===== src/rtl/button_event_decoder_if.sv =====
// Event bundle between the debounce stage and the control FSMs.
// slave = decoder side (consumes the level, drives strobes); master = consumer/driver side.
interface button_event_decoder_if;
  logic btn_level;
  logic press_pulse;
  logic release_pulse;
  logic long_pulse;
  logic repeat_pulse;
  logic held;
  logic double_pulse;

  modport slave (
    input  btn_level,
    output press_pulse, release_pulse, long_pulse, repeat_pulse, held, double_pulse
  );

  modport master (
    output btn_level,
    input  press_pulse, release_pulse, long_pulse, repeat_pulse, held, double_pulse
  );
endinterface


===== src/rtl/button_event_decoder.sv =====
// Turns a debounced button level into press/release/long/repeat one-cycle strobes.
// Optional double-click detection is compiled in with `define DOUBLE_CLICK_EN.
module button_event_decoder #(
  parameter int unsigned HOLD_CYCLES   = 50000000,
  parameter int unsigned REPEAT_CYCLES = 10000000,
  parameter int unsigned DCLICK_CYCLES = 15000000,
  parameter int unsigned CNT_W         = 26
) (
  input  logic                   clk,
  input  logic                   rst_n,
  button_event_decoder_if.slave  evt
);

  typedef enum logic [1:0] {IDLE, PRESSED, HELD, REPEAT} state_t;

  localparam logic [CNT_W-1:0] HOLD_LAST   = CNT_W'(HOLD_CYCLES - 1);
  localparam logic [CNT_W-1:0] REPEAT_LAST = CNT_W'(REPEAT_CYCLES - 1);
  localparam logic [CNT_W-1:0] CNT_ONE     = CNT_W'(1);

  if (HOLD_CYCLES < 2 || REPEAT_CYCLES < 2 || DCLICK_CYCLES < 2) begin : g_param_check
    $error("button_event_decoder: cycle parameters must be at least 2");
  end

  state_t           state_q, state_d;
  logic [CNT_W-1:0] cnt_q, cnt_d;
  logic             btn_prev_q;
  logic             press_q, press_d;
  logic             release_q, release_d;
  logic             long_q, long_d;
  logic             repeat_q, repeat_d;
  logic             held_q, held_d;
  logic             rise, fall;

  assign rise = evt.btn_level & ~btn_prev_q;
  assign fall = ~evt.btn_level & btn_prev_q;

  always_comb begin
    state_d   = state_q;
    cnt_d     = cnt_q;
    press_d   = 1'b0;
    release_d = 1'b0;
    long_d    = 1'b0;
    repeat_d  = 1'b0;
    case (state_q)
      IDLE: begin
        if (rise) begin
          state_d = PRESSED;
          cnt_d   = '0;
          press_d = 1'b1;
        end
      end
      PRESSED: begin
        // A fall wins over an expiring counter on the same edge.
        if (fall) begin
          state_d   = IDLE;
          cnt_d     = '0;
          release_d = 1'b1;
        end else if (cnt_q == HOLD_LAST) begin
          state_d = HELD;
          cnt_d   = '0;
          long_d  = 1'b1;
        end else begin
          cnt_d = cnt_q + CNT_ONE;
        end
      end
      HELD, REPEAT: begin
        if (fall) begin
          state_d   = IDLE;
          cnt_d     = '0;
          release_d = 1'b1;
        end else if (cnt_q == REPEAT_LAST) begin
          state_d  = REPEAT;
          cnt_d    = '0;
          repeat_d = 1'b1;
        end else begin
          cnt_d = cnt_q + CNT_ONE;
        end
      end
      default: begin
        state_d = IDLE;
        cnt_d   = '0;
      end
    endcase
    held_d = (state_d != IDLE);
  end

  always_ff @(posedge clk or negedge rst_n) begin
    if (!rst_n) begin
      state_q    <= IDLE;
      cnt_q      <= '0;
      btn_prev_q <= 1'b0;
      press_q    <= 1'b0;
      release_q  <= 1'b0;
      long_q     <= 1'b0;
      repeat_q   <= 1'b0;
      held_q     <= 1'b0;
    end else begin
      state_q    <= state_d;
      cnt_q      <= cnt_d;
      btn_prev_q <= evt.btn_level;
      press_q    <= press_d;
      release_q  <= release_d;
      long_q     <= long_d;
      repeat_q   <= repeat_d;
      held_q     <= held_d;
    end
  end

  assign evt.press_pulse   = press_q;
  assign evt.release_pulse = release_q;
  assign evt.long_pulse    = long_q;
  assign evt.repeat_pulse  = repeat_q;
  assign evt.held          = held_q;

`ifdef DOUBLE_CLICK_EN
  localparam logic [CNT_W-1:0] DCLICK_LAST = CNT_W'(DCLICK_CYCLES - 1);

  logic             win_open_q, win_open_d;
  logic [CNT_W-1:0] win_cnt_q, win_cnt_d;
  logic             dbl_press_q, dbl_press_d;
  logic             double_q, double_d;

  always_comb begin
    win_open_d  = win_open_q;
    win_cnt_d   = win_cnt_q;
    dbl_press_d = dbl_press_q;
    double_d    = 1'b0;
    if (win_open_q) begin
      if (win_cnt_q == DCLICK_LAST) win_open_d = 1'b0;
      else                          win_cnt_d  = win_cnt_q + CNT_ONE;
    end
    if (press_d) begin
      double_d    = win_open_q;
      dbl_press_d = win_open_q;
      if (win_open_q) win_open_d = 1'b0;
    end
    // The release closing a double-click press must not arm a triple click.
    if (release_d) begin
      if (!dbl_press_q) begin
        win_open_d = 1'b1;
        win_cnt_d  = '0;
      end
      dbl_press_d = 1'b0;
    end
  end

  always_ff @(posedge clk or negedge rst_n) begin
    if (!rst_n) begin
      win_open_q  <= 1'b0;
      win_cnt_q   <= '0;
      dbl_press_q <= 1'b0;
      double_q    <= 1'b0;
    end else begin
      win_open_q  <= win_open_d;
      win_cnt_q   <= win_cnt_d;
      dbl_press_q <= dbl_press_d;
      double_q    <= double_d;
    end
  end

  assign evt.double_pulse = double_q;
`else
  assign evt.double_pulse = 1'b0;
`endif

endmodule


===== src/flat_wrapper.sv =====
// flat-port wrapper written by rule: the top's interface ports become plain ports
module button_event_decoder_flat 
#(
  parameter int unsigned HOLD_CYCLES   = 50000000,
  parameter int unsigned REPEAT_CYCLES = 10000000,
  parameter int unsigned DCLICK_CYCLES = 15000000,
  parameter int unsigned CNT_W         = 26
)
  (clk, rst_n, evt_btn_level, evt_press_pulse, evt_release_pulse, evt_long_pulse, evt_repeat_pulse, evt_held, evt_double_pulse);
  button_event_decoder_if evt_i ();
  input  logic clk;
  input  logic rst_n;
  input wire logic [$bits(evt_i.btn_level)-1:0] evt_btn_level;
  output wire logic [$bits(evt_i.press_pulse)-1:0] evt_press_pulse;
  output wire logic [$bits(evt_i.release_pulse)-1:0] evt_release_pulse;
  output wire logic [$bits(evt_i.long_pulse)-1:0] evt_long_pulse;
  output wire logic [$bits(evt_i.repeat_pulse)-1:0] evt_repeat_pulse;
  output wire logic [$bits(evt_i.held)-1:0] evt_held;
  output wire logic [$bits(evt_i.double_pulse)-1:0] evt_double_pulse;
  assign evt_i.btn_level = evt_btn_level;
  assign evt_press_pulse = evt_i.press_pulse;
  assign evt_release_pulse = evt_i.release_pulse;
  assign evt_long_pulse = evt_i.long_pulse;
  assign evt_repeat_pulse = evt_i.repeat_pulse;
  assign evt_held = evt_i.held;
  assign evt_double_pulse = evt_i.double_pulse;
  button_event_decoder #(.HOLD_CYCLES(HOLD_CYCLES), .REPEAT_CYCLES(REPEAT_CYCLES), .DCLICK_CYCLES(DCLICK_CYCLES), .CNT_W(CNT_W)) u_core (.clk(clk), .rst_n(rst_n), .evt(evt_i));
endmodule

===== config.mk =====
export PLATFORM = sky130hd
export DESIGN_NAME = button_event_decoder_flat
export DESIGN_NICKNAME = d
export VERILOG_FILES = /design/src/rtl/button_event_decoder_if.sv /design/src/rtl/button_event_decoder.sv /design/src/flat_wrapper.sv
export SDC_FILE = /design/constraint.sdc
export NUM_CORES = 1
export LEC_CHECK = 0
export CORE_MARGIN = 5
export CORE_UTILIZATION = 55
export CTS_CLUSTER_DIAMETER = 30
export CTS_CLUSTER_SIZE = 30
export DETAILED_ROUTE_END_ITERATION = 10
export PLACE_DENSITY = 0.81
export SYNTH_ARGS = -nofsm -noshare
export SYNTH_HDL_FRONTEND = slang
export SYNTH_SLANG_ARGS = --single-unit

===== constraint.sdc =====
create_clock -name clk -period 2.75 [get_ports clk]
set_clock_uncertainty 0.15 [all_clocks]
set_input_delay 0.55 -clock clk [delete_from_list [all_inputs] [get_ports clk]]
set_output_delay 0.55 -clock clk [all_outputs]
set_load 0.1 [all_outputs]

Yosys cells after proc, flatten, opt, wreduce, memory -nomap -nowiden
Index checks and enable logic that the tools add are counted.

$add $sub $neg: 1. Eq/ne operators: 6. Multiplexer cells: 22. Bitwise gates (word level): 4. Reduce and logical (&&, ||, !) cells: 4.

Operators with widths (count): $mux 26 (5); $pmux 26 s3 (1); $add 26x1->26 const B (1); $eq 26x24->1 const B (1); $eq 26x26->1 const B (1); $mux 1 (10); $mux 2 (5); $pmux 2 s3 (1); $eq 2x2->1 const B (2); $reduce_or 3->1 (1); $and 1x1->1 (2); $eq 2x1->1 const B (1); $logic_not 2->1 (1); $ne 2x1->1 const B (1); $not 1->1 (2); $reduce_bool 2->1 (1); $reduce_or 2->1 (1).

Register bits after elaboration: 34. Input port bits: 3. Output and inout port bits: 6. Logic and storage cells: 45.

Depth between registers and ports, before layout
Gate-level depths: netlist of run 1.

Depth in word-level cells: 5. Mapped depth: 8. Mapped depth without buffers: 6.

Worst setup path after synthesis of run 1
No wires, ideal clock.

Path type: register to register. Start point: register u_core.cnt_q[0]. End point: register u_core.cnt_q[25]. Setup time: 87 ps. Arrival: 1801 ps. Required time: 2513 ps. Path slack: 712 ps. Stages on the path, launching flop included: 9. Path buffers: 2. Clock period less this slack: 2038 ps. Cells stage by stage: dfrtp_1 > ha_1 > and3_4 > and4_2 > a21oi_1 > buf_2 > buf_2 > o21ai_0 > a22oi_1.

Cells in the longest elaborated chain, start to end: 4.

RTL lines: from (decl) (RTL line button_event_decoder.sv:25) `logic [CNT_W-1:0] cnt_q, cnt_d;`; from (signal assigned) (RTL line button_event_decoder.sv:99) `cnt_q <= cnt_d;`; $add 26x1->26, or another cell as far along (RTL line button_event_decoder.sv:63, button_event_decoder.sv:76); $mux 26, on equally long branches (RTL line button_event_decoder.sv:71, button_event_decoder.sv:58); $mux 26, on equally long branches (RTL line button_event_decoder.sv:67, button_event_decoder.sv:54); $pmux 26 s3 (*) (RTL line button_event_decoder.sv:44) `case (state_q)`.

Every way passes the cells marked *; elsewhere a longest branch is shown, timed or not. A chain may end at the register's enable or synchronous reset.

Worst setup path after layout of run 1
Start point: register u_core.cnt_q[10]. End point: register u_core.cnt_q[21].

The elaborated chain is that of the path after synthesis.

==> results of run 1 <==
-- layout by cell type (no fill, tap or decap), types with 2 or more instances in the layout --
cell             instances
dfrtp_1                 34
and2_1                   7
nand2_1                 36
a22oi_1                 11
o21bai_1                11
o211ai_1                 6
o22ai_1                  8
nor2b_1                  2
nor3_1                  11
nor4_1                   3
o21a_1                   2
nand3_1                 11
and3_4                   2
nand2b_1                 2
a21oi_2                  2
clkbuf_8                 5
and3_1                   2
clkdlybuf4s50_1          2
bufinv_16                2
and4_2                   2
o21ai_0                 20
nand4_1                  7
inv_1                   13
nor2_1                  23
a211oi_1                 2
buf_4                   10
nor3b_1                  2
and4_1                   3
-- worst min path at each step --
stage                                      startpoint                               end  slack (ns)  cells after the start
after floorplan                                 rst_n       u_core.btn_prev_q$_DFF_PN0_        0.10                      0
after global placement    u_core.btn_prev_q$_DFF_PN0_  u_core.evt.press_pulse$_DFF_PN0_        0.40                      2
after detailed placement  u_core.cnt_q[1]$_DFFE_PN0P_       u_core.cnt_q[1]$_DFFE_PN0P_        0.40                      2
after CTS                 u_core.state_q[0]$_DFF_PN0_  u_core.evt.press_pulse$_DFF_PN0_        0.42                      1
after global routing      u_core.cnt_q[6]$_DFFE_PN0P_       u_core.cnt_q[6]$_DFFE_PN0P_        0.45                      2
final                     u_core.state_q[0]$_DFF_PN0_  u_core.evt.press_pulse$_DFF_PN0_        0.42                      1
-- cell type report --
class,instances,share of cell area [%]
multi-input combinational,191,47.9
tap,48,2.58
timing repair buffer,13,4.94
inverter,13,2.10
clock buffer,5,2.96
sequential,34,36.5
clock inverter,3,2.96
-- metal layers --
layer | vias up | GRT usage (%)
met5 | - | 0
met4 | 0 | 8.35
met3 | 8 | 3.05
met2 | 50 | 31.2
met1 | 876 | 25.2
li1 | 920 | -
-- through the flow --
stage | setup WS (ns) | instance area [um2] | power [W]
finish | 0.440 | 2330 | 0.00123
global route | 0.319 | 2330 | 0.00128
CTS | 0.460 | 2330 | 0.00124
detailed placement | 0.265 | 2190 | 0.000681
global placement | 0.313 | 2190 | 0.000679
floorplan | 0.712 | 2110 | 0.000641
-- state kept, by name, summed over array words and instances (netlist names) --
signal                    flops
u_core.evt.long_pulse         1
u_core.cnt_q                 26
u_core.evt.release_pulse      1
u_core.state_q                2
u_core.btn_prev_q             1
u_core.evt.press_pulse        1
u_core.evt.repeat_pulse       1
u_core.evt.held               1
-- cell families (layout without fill, tap and decap cells) --
group                      Yosys count  after routing  share of synthesized area, %
AOI/OAI and AO/OA                   64             64                          19.7
adders and majority gates            1              1                         0.593
buffers and inverters               29             34                          7.06
DFF                                 34             34                          40.4
other                                1              1                         0.178
and+or+nand+nor                    125            125                          32.1
-- cell usage after synthesis, types with 2 or more instances --
cell type	instances
and3_1	2
and2_1	7
o21bai_1	11
dfrtp_1	34
nand2_1	36
nor2b_1	2
o211ai_1	6
a21oi_1	2
nand4_1	7
buf_4	4
nand2b_1	2
inv_1	13
nor3_1	11
o22ai_1	8
o21a_1	2
and3_4	2
a211oi_1	2
nor2_1	23
and4_1	3
o21ai_0	20
nor3b_1	2
and4_2	2
a22oi_1	11
clkbuf_1	3
nand3_1	11
nor4_1	3
buf_2	6
-- report_power, final --
| group | leakage (nW) | internal, W | switching [W] | total (W) |
|---|---|---|---|---|
| clock | 0.0683 | 0.000363 | 0.000200 | 0.000563 |
| combinational | 0.497 | 0.0000387 | 0.0000943 | 0.000133 |
| sequential | 0.465 | 0.000517 | 0.0000219 | 0.000539 |
==> reports/results.tsv, run 1 <==
stage	metric	value	unit
setup_path	crit_family	simple AND/OR/NAND/NOR gates	
setup_path	critPathMaxStageDelay	0.52	ns
setup_path	start_kind	register	
sta	fin_hold_ws	0.416	ns
global_route	grt_overflow	0	
final_layout	multiInputGateArea	0.00112	mm2
detailed_routing	viasPerCell	6.04	
detailed_routing	ant_nets	0	
global_route	grt_start_max_net_pins	35	
setup_path	reg2regPathDepth	6	
final_layout	fin_nets	262	
run	maxCapViolCount	0	
sta	period_share	84.0	%
sta	worst_pin_slew	0.965	ns
synthesis	synth_nets	258	
worst_hold_path	hold_path_class	register to register	
final_layout	instances_no_fill	307	
global_route	antenna_found_initial	0	
floorplanning	num_io_pins	9	
sta	fmax	0.433	GHz
synthesis	synth-edff-count	0	
detailed_routing	drc	0	
synthesis	synth_ff_type	dfrtp_1	
placed_design	gp_congestion	0.829	
placed_design	place.port_buffers	7	
detailed_routing	dr_wl_met2	2170	um
pwr	p_per_area	530	mW/mm2
detailed_routing	wl_per_cell	15.2	um
detailed_routing	drt_pass1_iterations	4	
clock_tree	htreeDepth	2	
setup_path	r2r-start	u_core.cnt_q[10]$_DFFE_PN0P_	
setup_path	critPathRequiredTime	2.75	ns
global_route	grt_pass1_wl	7920	um
placed_design	dp_hpwl	3100	um
detailed_routing	drt_iter0_drc	150	
synthesis	synth_cells	254	
clock_tree	cts_setup_buffers	0	
sta	rsz0062_at_grt	no	
final_layout	fin_util	63.1	%
setup_path	critical_path_class	register to register	
detailed_routing	vias	1854	
synthesis	yosysWarnings	0	
floorplanning	die_x	71.9	um
floorplanning	initial_core_util	57.2	%
detailed_routing	top_layer	met4	
synthesis	synth-async-reset-ratio	100	%
pwr	power_leakage	1.03	nW
clock_tree	cts.sinks	34	
setup_path	cp.depth	6	
setup_path	r2r_end	u_core.cnt_q[21]$_DFFE_PN0P_	
sta	setup_tns	0	ns
setup_path	slowest_stage	nor4_1	
clock_tree	path_clk_slew	0.08	ns
setup_path	endpoint	u_core.cnt_q[21]$_DFFE_PN0P_	
final_layout	regArea	851	um2
final_layout	drive_above_1_share	12.4	%
clock_tree	cts_resized	0	
floorplanning	die_h	71.9	um
sta	slew_headroom	35.6	%
detailed_routing	totalWireLength	4670	um
detailed_routing	wl_met3	261	um
sta	drv_slew	0	
clock_tree	cts_root_buffer	clkbuf_8	
synthesis	ys_top_cells_by_area	dfrtp_1 40%, nand2_1 6.4%, o21ai_0 4.7%	
floorplanning	die-area	0.00517	mm2
sta	period_needed	2.31	ns
clock_tree	cts_tree	built	
placed_design	place_inst	299	
clock_tree	ctsHoldBuffers	0	
sta	setup_viol	0	
setup_path	crit_chain	nand4b_1, nor4_1, a21oi_2, buf_12, nor2_1, o211ai_1	
setup_path	cp-end-kind	register	
clock_tree	clock_path_buffers	2	
clock_tree	clkLatencyLatePin	0.29	ns
final_layout	syn_to_final_growth	10.4	%
final_layout	fill_cells	330	
synthesis	synth-seq-area-share	40.4	%
synthesis	synth.cell_area	0.00211	mm2
detailed_routing	wl_met1	2170	um
global_route	grt_usage	19.2	%
final_layout	diodes	0	
setup_path	path_buf_inv	1	
run_status	status	finished clean	
setup_path	rrSetupSlack	0.44	ns
floorplanning	rows	22	
synthesis	synthDistinctLibCells	46	
global_route	grt_pass1_vias	1742	
pwr	irDropWorstVdd	0.342	mV
sta	hold_viol	0	
synthesis	yosysTopAreaCell	dfrtp_1	
setup_path	arrival	2.31	ns
synthesis	synth_top_area_share	40.4	%
setup_path	crit_start	u_core.cnt_q[10]$_DFFE_PN0P_	
synthesis	synth_area_per_cell	8.30	um2
clock_tree	numCtsBuffers	5	
floorplanning	coreArea	0.00369	mm2
synthesis	yosys_register_bits	34	
setup_path	crit_path_max_fanout	30	
Power figures use the tool's default switching activity.
==> run 2: changes to the inputs <==
- CORE_UTILIZATION: 55 -> 54
- PLACE_DENSITY: 0.81 -> 0.83
- clock period: 2.75 -> 1.9 ns (I/O delays scaled with it)
==> reports/results.tsv, run 2 (synthesis gave the netlist of run 1 again) <==
stage	metric	value	unit
run_status	status	finished, violations left	
run_status	violations	negative setup slack	
worst_hold_path	holdPathStages	1	
global_route	grt_start_max_net_pins	35	
placed_design	dp_hpwl	3640	um
setup_path	reg2regPathDepth	7	
setup_path	arrival	2.07	ns
global_route	grt_pass1_wl	8660	um
detailed_routing	drc	0	
floorplanning	die_x	72.5	um
sta	fmax	0.484	GHz
sta	rsz0062_at_grt	yes	
final_layout	final_cell_mix	42 x buf_4, 36 x nand2_1, 32 x dfrtp_1, 22 x nor2_1, 16 x o21ai_0	
sta	setup_slack	-0.164	ns
final_layout	multiInputGateArea	0.00119	mm2
floorplanning	die_h	72.5	um
detailed_routing	ant_nets	0	
clock_tree	clkLatencyLatePin	0.30	ns
final_layout	top_regs	u_core.cnt_q x26, u_core.state_q x2	
clock_tree	numCtsBuffers	5	
pwr	irDropWorstVdd	0.388	mV
sta	setup_viol	27	
sta	drv_slew	0	
final_layout	final_common_cell	buf_4	
final_layout	fill_cells	242	
setup_path	crit_path_max_fanout	6	
pwr	internal_power	0.00116	W
setup_path	start_kind	register	
placed_design	place.port_buffers	7	
global_route	grt_pass1_vias	1924	
pwr	clockPowerShare	34.6	%
clock_tree	htreeDepth	2	
global_route	grt_usage	20.9	%
clock_tree	cts_root_buffer	clkbuf_8	
final_layout	top_register	u_core.cnt_q	
floorplanning	num_io_pins	9	
global_route	grt_overflow	0	
floorplanning	die-area	0.00525	mm2
pwr	p_per_area	583	mW/mm2
worst_hold_path	hold_path_class	primary input to register	
detailed_routing	drt_iter0_drc	180	
placed_design	gp_congestion	0.944	
pwr	power_switching	0.000459	W
setup_path	critPathRequiredTime	1.91	ns
sta	period_needed	2.06	ns
detailed_routing	drt_pass1_iterations	6	
clock_tree	path_clk_slew	0.08	ns
detailed_routing	wl_per_cell	16.7	um
final_layout	syn_to_final_growth	32.1	%
setup_path	rrSetupSlack	-0.16	ns
final_layout	diodes	0	
clock_tree	clock_path_buffers	2	
floorplanning	initial_core_util	56.7	%
detailed_routing	viasPerCell	6.16	
setup_path	critical_path_class	register to register	
final_layout	regArea	853	um2
detailed_routing	vias	2162	
final_layout	drive_above_1_share	29.0	%
setup_path	cp-end-kind	register	
final_layout	largest_reg_flops	26	
global_route	antenna_found_initial	0	
final_layout	fin_nets	306	
pwr	p_total	0.00162	W
floorplanning	coreArea	0.00372	mm2
clock_tree	cts_tree	built	
floorplanning	rows	22	
placed_design	dp_slack	-0.383	ns
run	maxCapViolCount	0	
clock_tree	ctsHoldBuffers	0	
clock_tree	cts.sinks	34	
detailed_routing	totalWireLength	5860	um
pwr	p_seq_share	47.4	%
pwr	sw_frac_of_total	28.3	%
sta	period_share	109	%
pwr	power_leakage	1.28	nW
pwr	power.share.combinational	18.0	%
sta	hold_viol	0	
[run 2: cell count changes in the layout (fill, tap and decap cells not counted), moves of 3 or more]
cell / change
nor4_2: +3
buf_4: +32
buf_12: +6
nor4_1: -3
buf_6: +6
o21ai_0: -4
[run 2: critical path, cell delays in order (launching register included)]
cell	delay, ns
dfrtp_1	0.46
nor4b_2	0.43
and4_4	0.32
a21oi_4	0.09
buf_4	0.14
nor2_2	0.09
buf_4	0.14
o211ai_1	0.10
[run 2: what timing repair did]
item,CTS,global route
pin swaps,4,6
setup endpoints to repair,21,27
resized for setup,17,8
buffers inserted,1,12
endpoints found under the hold margin,0,0
[run 2: worst paths after layout]
| check | start | endpoint |
|---|---|---|
| worst max-delay path | u_core.cnt_q[25]$_DFFE_PN0P_ | u_core.cnt_q[7]$_DFFE_PN0P_ |
| worst min-delay path | evt_btn_level | u_core.btn_prev_q$_DFF_PN0_ |
| worst max register to register | u_core.cnt_q[25]$_DFFE_PN0P_ | u_core.cnt_q[7]$_DFFE_PN0P_ |
| worst min register to register | u_core.state_q[1]$_DFF_PN0_ | u_core.evt.repeat_pulse$_DFF_PN0_ |
| max in group asynchronous | rst_n | u_core.cnt_q[14]$_DFFE_PN0P_ |
| min in group asynchronous | rst_n | u_core.cnt_q[24]$_DFFE_PN0P_ |
[run 2: layout make-up]
class / instances / share of cell area, %
tap: 48 / 2.16
clock buffer: 7 / 3.10
timing repair buffer: 57 / 19.5
inverter: 13 / 1.75
clock inverter: 1 / 0.180
multi-input combinational: 191 / 42.7
sequential: 34 / 30.6
[run 2: through the flow]
stage	util [%]	hold slack [ns]	setup TNS [ns]	instances	cell area [um2]
floorplan	-	-0.0656	-0.00280	254	2150
global placement	67.5	0.375	-5.70	330	2510
detailed placement	67.5	0.381	-7.32	330	2510
CTS	71.9	0.276	-0.0409	339	2670
global route	74.9	0.287	-3.49	351	2790
finish	74.9	0.279	-2.53	351	2790
[run 2: per-layer routing]
layer | share of wire, % | routed length (um) | GRT usage, % | vias to the layer above
met2 | 49 | 2880 | 34.1 | 99
li1 | - | - | - | 1007
met5 | 0 | 0 | 0 | -
met4 | 2.0 | 116 | 6.56 | 0
met3 | 7.6 | 443 | 4.71 | 16
met1 | 41 | 2420 | 27.6 | 1040
[run 2: power groups by stage]
stage                     registers, W  logic, W  clock network, W
final                         0.000770  0.000293          0.000561
after floorplan               0.000819  0.000119                 0
after detailed placement      0.000784  0.000273                 0
after global routing          0.000772  0.000317          0.000599
after CTS                     0.000771  0.000282          0.000563
after global placement        0.000783  0.000269                 0
==> run 3: changes to the inputs <==
- CORE_UTILIZATION: 54 -> 35
- PLACE_DENSITY: 0.83 -> 0.61
- SKIP_LAST_GASP: default -> 1
==> reports/results.tsv, run 3 (synthesis gave the netlist of run 1 again) <==
stage	metric	value	unit
pwr	power_leakage	1.38	nW
pwr	power_switching	0.000486	W
pwr	p_seq_share	45.9	%
final_layout	diodes	0	
detailed_routing	drt_iter0_drc	157	
setup_path	crit_chain	ha_2, and3_4, and4_4, a21oi_4, buf_12, buf_8, o2111ai_2, nand3_1	
setup_path	crit_family	simple AND/OR/NAND/NOR gates	
floorplanning	die-area	0.00768	mm2
final_layout	largest_reg_flops	26	
sta	setup_tns	-0.288	ns
detailed_routing	ant_nets	0	
final_layout	fin_nets	310	
sta	setup_viol	17	
setup_path	arrival	2.00	ns
setup_path	crit_path_max_fanout	8	
floorplanning	die_x	87.6	um
placed_design	place.port_buffers	7	
setup_path	reg2regPathDepth	8	
run_status	status	finished, violations left	
sta	setup_slack	-0.0758	ns
final_layout	final_cell_mix	39 x buf_4, 36 x nand2_1, 33 x dfrtp_1, 22 x nor2_1, 13 x inv_1	
floorplanning	rows	28	
pwr	clockPowerShare	34.1	%
floorplanning	num_io_pins	9	
setup_path	endpoint	u_core.cnt_q[11]$_DFFE_PN0P_	
final_layout	top_register	u_core.cnt_q	
clock_tree	cts.sinks	34	
clock_tree	htreeDepth	2	
pwr	internal_power	0.00119	W
run	maxCapViolCount	0	
clock_tree	path_clk_slew	0.07	ns
clock_tree	cts_tree	built	
detailed_routing	wl_per_cell	15.4	um
placed_design	place_inst	366	
sta	rsz0062_at_grt	yes	
setup_path	crit_start	u_core.cnt_q[0]$_DFFE_PN0P_	
clock_tree	clock_path_buffers	2	
setup_path	slowest_stage	dfrtp_1	
clock_tree	cts_root_buffer	clkbuf_8	
clock_tree	ctsHoldBuffers	0	
sta	hold_viol	0	
final_layout	design_area	0.00296	mm2
global_route	grt_usage	16.0	%
pwr	irDropWorstVdd	0.298	mV
run_status	violations	negative setup slack	
detailed_routing	totalWireLength	5890	um
final_layout	drive_above_1_share	32.2	%
floorplanning	coreArea	0.00589	mm2
setup_path	critPathRequiredTime	1.92	ns
final_layout	top_regs	u_core.cnt_q x26, u_core.state_q x2	
global_route	grt_pass1_vias	1976	
final_layout	instances_no_fill	382	
detailed_routing	viasPerCell	5.48	
pwr	power.share.combinational	19.9	%
detailed_routing	drc	0	
worst_hold_path	hold_path_class	primary input to asynchronous set/reset pin	
setup_path	critPathMaxStageDelay	0.38	ns
setup_path	rrSetupSlack	-0.08	ns
final_layout	fin_util	50.4	%
setup_path	critical_path_class	register to register	
placed_design	gp_congestion	0.877	
global_route	antenna_found_initial	0	
detailed_routing	drt_pass1_iterations	4	
sta	drv_slew	0	
pwr	sw_frac_of_total	29.0	%
clock_tree	numCtsBuffers	5	
final_layout	final_common_cell	buf_4	
sta	period_needed	1.98	ns
global_route	grt_overflow	0	
setup_path	cp.depth	8	
placed_design	place_area	0.00262	mm2
global_route	grt_start_max_net_pins	35	
sta	period_share	104	%
setup_path	r2r_end	u_core.cnt_q[11]$_DFFE_PN0P_	
sta	fmax	0.506	GHz
detailed_routing	vias	2094	
floorplanning	die_h	87.6	um
setup_path	r2r-start	u_core.cnt_q[0]$_DFFE_PN0P_	
setup_path	cp-end-kind	register	
global_route	grt_pass1_wl	9540	um
setup_path	path_buf_inv	2	
placed_design	dp_hpwl	3840	um
pwr	p_per_area	566	mW/mm2
setup_path	start_kind	register	
clock_tree	clkLatencyLatePin	0.29	ns
floorplanning	initial_core_util	35.8	%
final_layout	syn_to_final_growth	40.6	%
run 3: cell types whose count changed in the layout (fill, tap and decap cells not counted), moves of 2 or more:
cell	change
buf_4	-3
o21ai_2	+3
clkbuf_16	+2
o22ai_2	+6
buf_8	+3
o21ai_0	-4
o22ai_1	-6
run 3: worst min path at each step:
stage | endpoint | slack [ns]
floorplan | u_core.btn_prev_q$_DFF_PN0_ | -0.07
global placement | u_core.evt.press_pulse$_DFF_PN0_ | 0.41
detailed placement | u_core.evt.press_pulse$_DFF_PN0_ | 0.40
CTS | u_core.btn_prev_q$_DFF_PN0_ | 0.37
global route | u_core.evt.held$_DFF_PN0_ | 0.40
finish | u_core.state_q[1]$_DFF_PN0_ | 0.35
run 3: repair_timing:
item | 4_1_cts | 5_1_grt
setup buffers | 2 | 4
pin swaps | 7 | 28
gates cloned | 1 | 2
endpoints found under the setup margin | 21 | 28
hold endpoints to repair | 0 | 0
resized for setup | 13 | 33
run 3: cell type report:
class	count	area, um2
clock buffer	7	86.3
sequential	34	852
timing repair buffer	61	647
tap	75	93.8
clock inverter	1	5.00
inverter	13	48.8
fill	535	2920
multi-input combinational	191	1230
run 3: through the flow:
stage               hold slack [ns]  worst slack [ns]  power (W)
finish                        0.353           -0.0758    0.00168
global route                  0.402            -0.132    0.00175
CTS                           0.373           -0.0504    0.00166
detailed placement            0.402            -0.207    0.00107
global placement              0.410            -0.167    0.00106
floorplan                   -0.0656          -0.00280   0.000938
run 3: per-layer routing:
metal | global-route usage (%) | vias to the layer above | wire, um
li1 | - | 1019 | -
met5 | 0 | - | 0
met3 | 3.48 | 12 | 199
met1 | 20.8 | 1014 | 2620
met4 | 5.44 | 0 | 90
met2 | 26.3 | 49 | 2980
run 3: power by group through the flow:
| stage | combinational, W | clock (W) | sequential [W] |
|---|---|---|---|
| after floorplan | 0.000119 | 0 | 0.000819 |
| after global placement | 0.000281 | 0 | 0.000783 |
| after detailed placement | 0.000286 | 0 | 0.000784 |
| after CTS | 0.000293 | 0.000593 | 0.000770 |
| after global routing | 0.000363 | 0.000618 | 0.000772 |
| final | 0.000334 | 0.000572 | 0.000770 |
